==> config.mk <==
export PLATFORM = sky130hd
export DESIGN_NAME = pulse_scheduler
export DESIGN_NICKNAME = d
export VERILOG_FILES = /design/src/rtl/pulse_scheduler_pkg.sv /design/src/rtl/pulse_scheduler_rr_arbiter.sv /design/src/rtl/pulse_scheduler.sv
export SDC_FILE = /design/constraint.sdc
export NUM_CORES = 1
export LEC_CHECK = 0
export BUFFER_PORTS_ARGS = -buffer_cell sky130_fd_sc_hd__buf_2
export CAP_MARGIN = 20
export CORE_MARGIN = 2
export CORE_UTILIZATION = 53
export DETAILED_ROUTE_END_ITERATION = 10
export PLACE_DENSITY = 0.81
export SKIP_LAST_GASP = 1
export SLEW_MARGIN = 20
export SYNTH_ARGS = -nofsm -noshare
export SYNTH_HDL_FRONTEND = slang
export SYNTH_SLANG_ARGS = --single-unit
==> constraint.sdc <==
create_clock -name clock -period 5.83 [get_ports clock]
set_input_delay 0.583 -clock clock [delete_from_list [all_inputs] [get_ports clock]]
set_output_delay 0.583 -clock clock [all_outputs]
set_load 0.005 [all_outputs]
==> src/rtl/pulse_scheduler_pkg.sv <==
// Shared definitions for the pulse scheduler: state encoding, parameter
// defaults and an index-width helper.
package pulse_scheduler_pkg;

    typedef enum logic [1:0] {
        IDLE   = 2'd0,
        ACTIVE = 2'd1,
        GAP    = 2'd2
    } state_t;

    localparam int unsigned N_REQ_DEFAULT  = 4;
    localparam int unsigned W_BITS_DEFAULT = 4;

    // Width needed to hold a requester index (at least one bit).
    function automatic int unsigned idx_width(input int unsigned n);
        return (n > 1) ? $clog2(n) : 1;
    endfunction

endpackage

==> src/rtl/pulse_scheduler_rr_arbiter.sv <==
// Combinational round-robin arbiter: the search starts one past last_owner,
// so the previous owner has the lowest priority.
module rr_arbiter
    import pulse_scheduler_pkg::*;
#(
    parameter int unsigned N_REQ = N_REQ_DEFAULT,
    parameter int unsigned IW    = idx_width(N_REQ)
) (
    input  logic [N_REQ-1:0] req,
    input  logic [IW-1:0]    last_owner,
    output logic [N_REQ-1:0] winner,
    output logic [IW-1:0]    winner_idx,
    output logic             any
);

    int unsigned idx;

    // Walk requesters in rotated order and keep the first one asserted.
    always_comb begin
        winner     = '0;
        winner_idx = '0;
        any        = 1'b0;
        idx        = 0;
        for (int unsigned off = 1; off <= N_REQ; off++) begin
            idx = (int'(last_owner) + off) % N_REQ;
            if (!any && req[idx]) begin
                any        = 1'b1;
                winner_idx = IW'(idx);
            end
        end
        if (any) begin
            winner[winner_idx] = 1'b1;
        end
    end

endmodule

==> src/rtl/pulse_scheduler.sv <==
// Shared pulse output scheduler: grants one requester at a time a pulse of
// its requested length, followed by a one-cycle gap carrying its done strobe.
module pulse_scheduler
    import pulse_scheduler_pkg::*;
#(
    parameter int unsigned N_REQ  = N_REQ_DEFAULT,
    parameter int unsigned W_BITS = W_BITS_DEFAULT
) (
    input  logic                     clock,
    input  logic                     reset_n,
    input  logic [N_REQ-1:0]         req,
    input  logic [N_REQ*W_BITS-1:0]  len,
    output logic                     pulse,
    output logic [N_REQ-1:0]         grant,
    output logic [N_REQ-1:0]         done,
    output logic                     busy
);

    localparam int unsigned IW = idx_width(N_REQ);

    state_t            state;
    logic [W_BITS-1:0] count;
    logic [IW-1:0]     last_owner;

    logic [N_REQ-1:0]  arb_winner;
    logic [IW-1:0]     arb_idx;
    logic              arb_any;
    logic [W_BITS-1:0] sel_len;
    logic [W_BITS-1:0] eff_len_m1;

    rr_arbiter #(
        .N_REQ (N_REQ),
        .IW    (IW)
    ) u_arb (
        .req        (req),
        .last_owner (last_owner),
        .winner     (arb_winner),
        .winner_idx (arb_idx),
        .any        (arb_any)
    );

    // Winner's length minus one, with a zero length treated as one cycle.
    always_comb begin
        sel_len    = len[int'(arb_idx)*W_BITS +: W_BITS];
        eff_len_m1 = (sel_len == '0) ? '0 : sel_len - 1'b1;
    end

    assign busy = (state != IDLE);

    // FSM with counter, length sampling at grant and registered outputs.
    always_ff @(posedge clock or negedge reset_n) begin
        if (!reset_n) begin
            state      <= IDLE;
            pulse      <= 1'b0;
            grant      <= '0;
            done       <= '0;
            count      <= '0;
            last_owner <= IW'(N_REQ - 1);
        end else begin
            case (state)
                IDLE, GAP: begin
                    done <= '0;
                    if (arb_any) begin
                        state      <= ACTIVE;
                        pulse      <= 1'b1;
                        grant      <= arb_winner;
                        count      <= eff_len_m1;
                        last_owner <= arb_idx;
                    end else begin
                        state <= IDLE;
                        pulse <= 1'b0;
                        grant <= '0;
                    end
                end
                ACTIVE: begin
                    if (count == '0) begin
                        state <= GAP;
                        pulse <= 1'b0;
                        grant <= '0;
                        done  <= grant;
                    end else begin
                        count <= count - 1'b1;
                        done  <= '0;
                    end
                end
                default: begin
                    state <= IDLE;
                    pulse <= 1'b0;
                    grant <= '0;
                    done  <= '0;
                end
            endcase
        end
    end

endmodule

# Yosys cells after proc, flatten, opt, wreduce, memory -nomap -nowiden
# Cells that the tools add are included.
dict set report classes {
  n_eq_ne 5
  n_reduce_logical 15
  div_mod_pow 0
  n_bitwise 0
  muxes 33
  addsub 6
  n_lt_le_gt_ge 6
  n_shift 1
  multipliers 0
}
# op count
set op_table {}
lappend op_table {{$mux W4} 7}
lappend op_table {{$pmux W4 S2} 2}
lappend op_table {{$shiftx A16 B5 Y4} 1}
lappend op_table {{$lt A2 B3 Y1 const B} 5}
lappend op_table {{$mux W1} 12}
lappend op_table {{$mux W2} 5}
lappend op_table {{$bmux W1 S2} 4}
lappend op_table {{$logic_not A4 Y1} 2}
lappend op_table {{$sub A4 B1 Y4 const B} 2}
lappend op_table {{$ne A2 B2 Y1 const B} 3}
lappend op_table {{$add A2 B1 Y2 const B} 2}
lappend op_table {{$add A2 B2 Y2 const B} 2}
lappend op_table {{$logic_and A1 B1 Y1} 4}
lappend op_table {{$pmux W2 S2} 1}
lappend op_table {{$reduce_bool A2 Y1} 2}
lappend op_table {{$logic_not A1 Y1} 3}
lappend op_table {{$reduce_and A3 Y1} 1}
lappend op_table {{$demux W1 S2} 1}
lappend op_table {{$eq A2 B1 Y1 const B} 1}
lappend op_table {{$eq A2 B2 Y1 const B} 1}
lappend op_table {{$ge A2 B1 Y1 const B} 1}
lappend op_table {{$logic_not A2 Y1} 1}
lappend op_table {{$pmux W1 S2} 1}
lappend op_table {{$reduce_and A2 Y1} 1}
lappend op_table {{$reduce_or A2 Y1} 1}
dict set report word_totals {
  memories 0
  inputBits 22
  romBits 0
  latchBits 0
  register_bits 17
  ramBits 0
  word_cells 72
}

# Logic depth before layout (Yosys ltp)
dict set report logic_depth {
  word_depth 19
  ltp_mapped 10
  depth_no_buf 9
}

# Modules after synthesis
# Synthesis repeated with hierarchy kept, for this count alone.
dict set report unflattened {
  cells_unflattened 101
  area_unflattened_um2 1007.2
}
# module cells_per_inst area_per_inst_um2 instances
set modules_own_cells {}
lappend modules_own_cells {pulse_scheduler 74 848.3 1}
lappend modules_own_cells {rr_arbiter 27 158.9 1}

# Worst setup path before layout
# OpenSTA, ideal clock, no wires.
dict set report synth_timing {
  path_type {in2reg}
  startpoint {input req[0]}
  endpoint {register count[2]}
  n_path_buf 0
  path_slack_ps 3497
  path_stages 7
  setup_time_ps 82
  t_arrival_ps 2251
  path_cell_list {o21ai_1 > a21boi_1 > nor3_2 > mux2i_1 > a22oi_2 > or4_1 > a31oi_1}
}
dict set report synth_between {
  elab_chain_cells 17
}
# item line_no
set synth_lines {}
lappend synth_lines {{start, declared} pulse_scheduler.sv:11} ;# input logic [N_REQ-1:0] req,
lappend synth_lines {{$bmux W1 S2} pulse_scheduler_rr_arbiter.sv:26} ;# if (!any && req[idx]) begin
lappend synth_lines {{$mux W1 (implied by the code)} pulse_scheduler_rr_arbiter.sv:26}
lappend synth_lines {{$mux W1} pulse_scheduler_rr_arbiter.sv:26}
lappend synth_lines {{$logic_not A1 Y1} pulse_scheduler_rr_arbiter.sv:26}
lappend synth_lines {{$logic_and A1 B1 Y1} pulse_scheduler_rr_arbiter.sv:26}
lappend synth_lines {{$mux W1} pulse_scheduler_rr_arbiter.sv:26}
lappend synth_lines {{$logic_not A1 Y1} pulse_scheduler_rr_arbiter.sv:26}
lappend synth_lines {{$logic_and A1 B1 Y1} pulse_scheduler_rr_arbiter.sv:26}
lappend synth_lines {{$mux W1} pulse_scheduler_rr_arbiter.sv:26}
lappend synth_lines {{$logic_not A1 Y1} pulse_scheduler_rr_arbiter.sv:26}
lappend synth_lines {{$logic_and A1 B1 Y1} pulse_scheduler_rr_arbiter.sv:26}
lappend synth_lines {{$mux W2} pulse_scheduler_rr_arbiter.sv:26}
lappend synth_lines {{$shiftx A16 B5 Y4} pulse_scheduler.sv:44} ;# sel_len = len[int'(arb_idx)*W_BITS +: W_BITS];
lappend synth_lines {{$sub A4 B1 Y4 or $logic_not A4 Y1 (tied branches)} pulse_scheduler.sv:45} ;# eff_len_m1 = (sel_len == '0) ? '0 : sel_len - 1'b1;
lappend synth_lines {{$mux W4} pulse_scheduler.sv:45}
lappend synth_lines {{$mux W4} pulse_scheduler.sv:63} ;# if (arb_any) begin
lappend synth_lines {{$pmux W4 S2} pulse_scheduler.sv:60} ;# case (state)
lappend synth_lines {{end signal, assigned} pulse_scheduler.sv:67} ;# count <= eff_len_m1;
lappend synth_lines {{end signal, assigned} pulse_scheduler.sv:82} ;# count <= count - 1'b1;
lappend synth_lines {{end, declared} pulse_scheduler.sv:22} ;# logic [W_BITS-1:0] count;
# Parallel ways exist; a longest one is shown, timed or not. The select of a mux whose other input is x is not followed.
# A chain may end at the register's enable or synchronous reset.

# Worst setup path in the final report
dict set report layout_timing {
  startpoint {register last_owner[0]}
  endpoint {register count[2]}
}
dict set report layout_between {
  elab_chain_cells 18
}
# item line_no
set layout_lines {}
lappend layout_lines {{start, declared} pulse_scheduler.sv:23} ;# logic [IW-1:0] last_owner;
lappend layout_lines {{start signal, assigned} pulse_scheduler.sv:58} ;# last_owner <= IW'(N_REQ - 1);
lappend layout_lines {{start signal, assigned} pulse_scheduler.sv:68} ;# last_owner <= arb_idx;
lappend layout_lines {{$add A2 B1 Y2} pulse_scheduler_rr_arbiter.sv:25} ;# idx = (int'(last_owner) + off) % N_REQ;
lappend layout_lines {{$bmux W1 S2} pulse_scheduler_rr_arbiter.sv:26}
lappend layout_lines {{$mux W1 (implied by the code)} pulse_scheduler_rr_arbiter.sv:26}
lappend layout_lines {{$mux W1} pulse_scheduler_rr_arbiter.sv:26}
lappend layout_lines {{$logic_not A1 Y1} pulse_scheduler_rr_arbiter.sv:26}
lappend layout_lines {{$logic_and A1 B1 Y1} pulse_scheduler_rr_arbiter.sv:26}
lappend layout_lines {{$mux W1} pulse_scheduler_rr_arbiter.sv:26}
lappend layout_lines {{$logic_not A1 Y1} pulse_scheduler_rr_arbiter.sv:26}
lappend layout_lines {{[... 2 more ...]} -}
lappend layout_lines {{$logic_not A1 Y1} pulse_scheduler_rr_arbiter.sv:26}
lappend layout_lines {{$logic_and A1 B1 Y1} pulse_scheduler_rr_arbiter.sv:26}
lappend layout_lines {{$mux W2} pulse_scheduler_rr_arbiter.sv:26}
lappend layout_lines {{$shiftx A16 B5 Y4} pulse_scheduler.sv:44}
lappend layout_lines {{$sub A4 B1 Y4 or $logic_not A4 Y1 (tied branches)} pulse_scheduler.sv:45}
lappend layout_lines {{$mux W4} pulse_scheduler.sv:45}
lappend layout_lines {{$mux W4} pulse_scheduler.sv:63}
lappend layout_lines {{$pmux W4 S2} pulse_scheduler.sv:60}
# Parallel ways exist; a longest one is shown, timed or not. The select of a mux whose other input is x is not followed.

==> metrics <==
WL per Instance 12.1 um; Critical Path RT 6.04 ns; post-synthesis sequential area ratio 0.422; Worst slew margin 0.524; r2r setup slk 3.27 ns; layout cells sized above 1 0.299; IO Pins 32; Worst Path Buf+Inv 0; Worst Path Max Fanout 10; final setup violating endpoints 0; WP data arrival 2.76 ns; mapped cell area 1010 um^2; core area about 1800 um^2; Final ANT Viol Nets 0; Netlist cell types 38; worst hold path class primary input to async pin; IO Port Bufs 31; postcts setup bufs 0; clock power share 0.105; Setup Crit Path Kind register to register; syn_area_per_cell between 8 and 9 um^2; number of flops mapped to enable cells by yosys 0; final slew viol count 0; switching pwr 0.243 mW; f_max 391 MHz; Area Growth Syn to Fin 18.1%; Synth warnings 0; post-CTS sizing 0; grt met1 use 0.263; Clock transition at path regs around 0.09 ns; M2 GR Usage 0.333; RSZ-0062 raised after global routing no; initial antenna violation count 0; setup total negative slack 0 ns; first-pass GRT wire length 3300 um; Hold Fails Final Rpt 0; clk_skew around 0.0022 ns; Tcrit/Tclk final 0.439; Finished Cell Area 1200 um^2; part of the power in registers 0.365; status complete, no violations; sw frac 0.427; Crit path largest cell delay 0.60 ns; WL final around 2100 um; TritonCTS clock tree done; CTS max path bufs 2; vias in the first global route 799; crit path launch type register; commonest non-fill, non-tap cells in the layout buf_2, nand2_1, dfrtp_1; via count 938; Crit-path slowest cell dfstp_2; CP Capture Type register; initial core utilization 0.574; Final Wtd Congestion 0.816; leakage 0.575 nW; total clock sinks 17; Post-Syn Nets approximately 140; overflow left after global routing 0; Post-synth top flop dfrtp_1; fraction of registers with async set/reset 1.00; root buf cell clkbuf_4; most common cell after layout, fill and taps aside buf_2; DR pass1 iterations 4; Tot GR Track Use 0.208; starting DRC count in detailed routing 21; CTS Buf Count 3; nets@finish 168; Tmin final 2.56 ns; met3 Use GR 0.0415; Post-Place Cell Area approximately 1200 um^2; actual slew at the worst max-slew pin 0.709 ns; antenna cells 0; cell family with most CP delay simple AND/OR/NAND/NOR gates; Peak supply drop 228 uV; largest net degree at the start of global routing 18; H-tree depth 1; synthesized instance count 114; Power Internal 0.326 mW; combinational share of power 0.531; Fillers 170; max-cap viol count 0; CP Cell Sequence nand2b_1 -> a21oi_1 -> nor3_2 -> mux2i_1 -> a22oi_2 -> or4_1 -> a31oi_1; dpl hpwl 1640 um; Die H 47.7 um; Power Density between 400 and 500 nW/um^2; worst skew pair latency roughly 0.28 ns; num rows 15; Die ar. approximately 2300 um^2; Synth Register Bits 17; Die Width 47.7 um; Post-route DRC 0; GR peak layer met2; cts hold-fix bufs 0; DR vias/cell 5.55
==> registers in the layout (all words and copies together), names as in the netlist <==
register	count
count	4
done	4
grant	4
last_owner	2
state	2
pulse	1
==> kinds of logic after synthesis <==
family / synth area share
AO/OA/AOI/OAI: 0.254
flip-flops: 0.422
multiplexers: 0.0395
buffers and inverters: 0.0395
AND/OR/NAND/NOR: 0.232
adder cells (fa/ha/maj): 0.0123
==> routing by layer <==
layer | vias to the layer above | routed length, um
met5 | - | 0
met3 | 4 | 156
met4 | 0 | 28
met1 | 409 | 917
li1 | 480 | -
met2 | 45 | 947
==> cells in the mapped netlist, drive strengths merged, types with 2 or more instances <==
master | count | area (um^2)
or2 | 3 | 18.8
nand2b | 5 | 31.3
a22oi | 3 | 27.5
buf | 3 | 21.3
a21boi | 2 | 15.0
nand2 | 17 | 63.8
o21ai | 9 | 45.0
clkbuf | 2 | 7.51
a21oi | 11 | 55.1
and2 | 4 | 25.0
dfstp | 2 | 52.6
mux2i | 4 | 40.0
nand3 | 2 | 10.0
nor4 | 2 | 12.5
a32o | 4 | 40.0
inv | 3 | 11.3
nor2 | 5 | 18.8
nor3 | 3 | 20.0
dfrtp | 15 | 375
==> through the flow <==
stage	setup slack, ns	hold WS, ns	util	total power, mW	cells
2_1_floorplan	3.50	0.287	-	0.440	114
3_3_place_gp	2.99	0.454	0.664	0.498	165
3_5_place_dp	2.92	0.468	0.664	0.510	165
4_1_cts	3.21	0.201	0.679	0.569	169
5_1_grt	3.06	0.189	0.679	0.629	169
6_report	3.27	0.194	0.679	0.569	169
==> cell type report <==
class	instances	area (um^2)	area share
sequential	17	428	0.357
clock buffer	4	26.3	0.0219
inverter	3	11.3	0.00940
multi-input combinational	89	546	0.456
tap	25	31.3	0.0261
timing repair buffer	31	155	0.130
==> power groups by stage <==
stage / registers [mW] / logic (mW) / clock network, mW
3_5_place_dp: 0.209 / 0.301 / 0
5_1_grt: 0.214 / 0.344 / 0.0715
3_3_place_gp: 0.206 / 0.291 / 0
2_1_floorplan: 0.196 / 0.244 / 0
4_1_cts: 0.207 / 0.301 / 0.0612
6_report: 0.207 / 0.302 / 0.0594
==> worst paths after layout <==
path / from / cells after the start / endpoint
worst max-delay path: last_owner[0]$_DFFE_PN1P_ / 7 / count[2]$_DFFE_PN0P_
worst min-delay path: reset_n / 1 / done[2]$_DFF_PN0_
worst max register to register: last_owner[0]$_DFFE_PN1P_ / 7 / count[2]$_DFFE_PN0P_
worst min register to register: pulse$_DFFE_PN0P_ / 2 / pulse$_DFFE_PN0P_
max in group asynchronous: reset_n / 1 / last_owner[0]$_DFFE_PN1P_
min in group clock: pulse$_DFFE_PN0P_ / 2 / pulse$_DFFE_PN0P_
No activity file was read; power rests on OpenSTA's default activity.
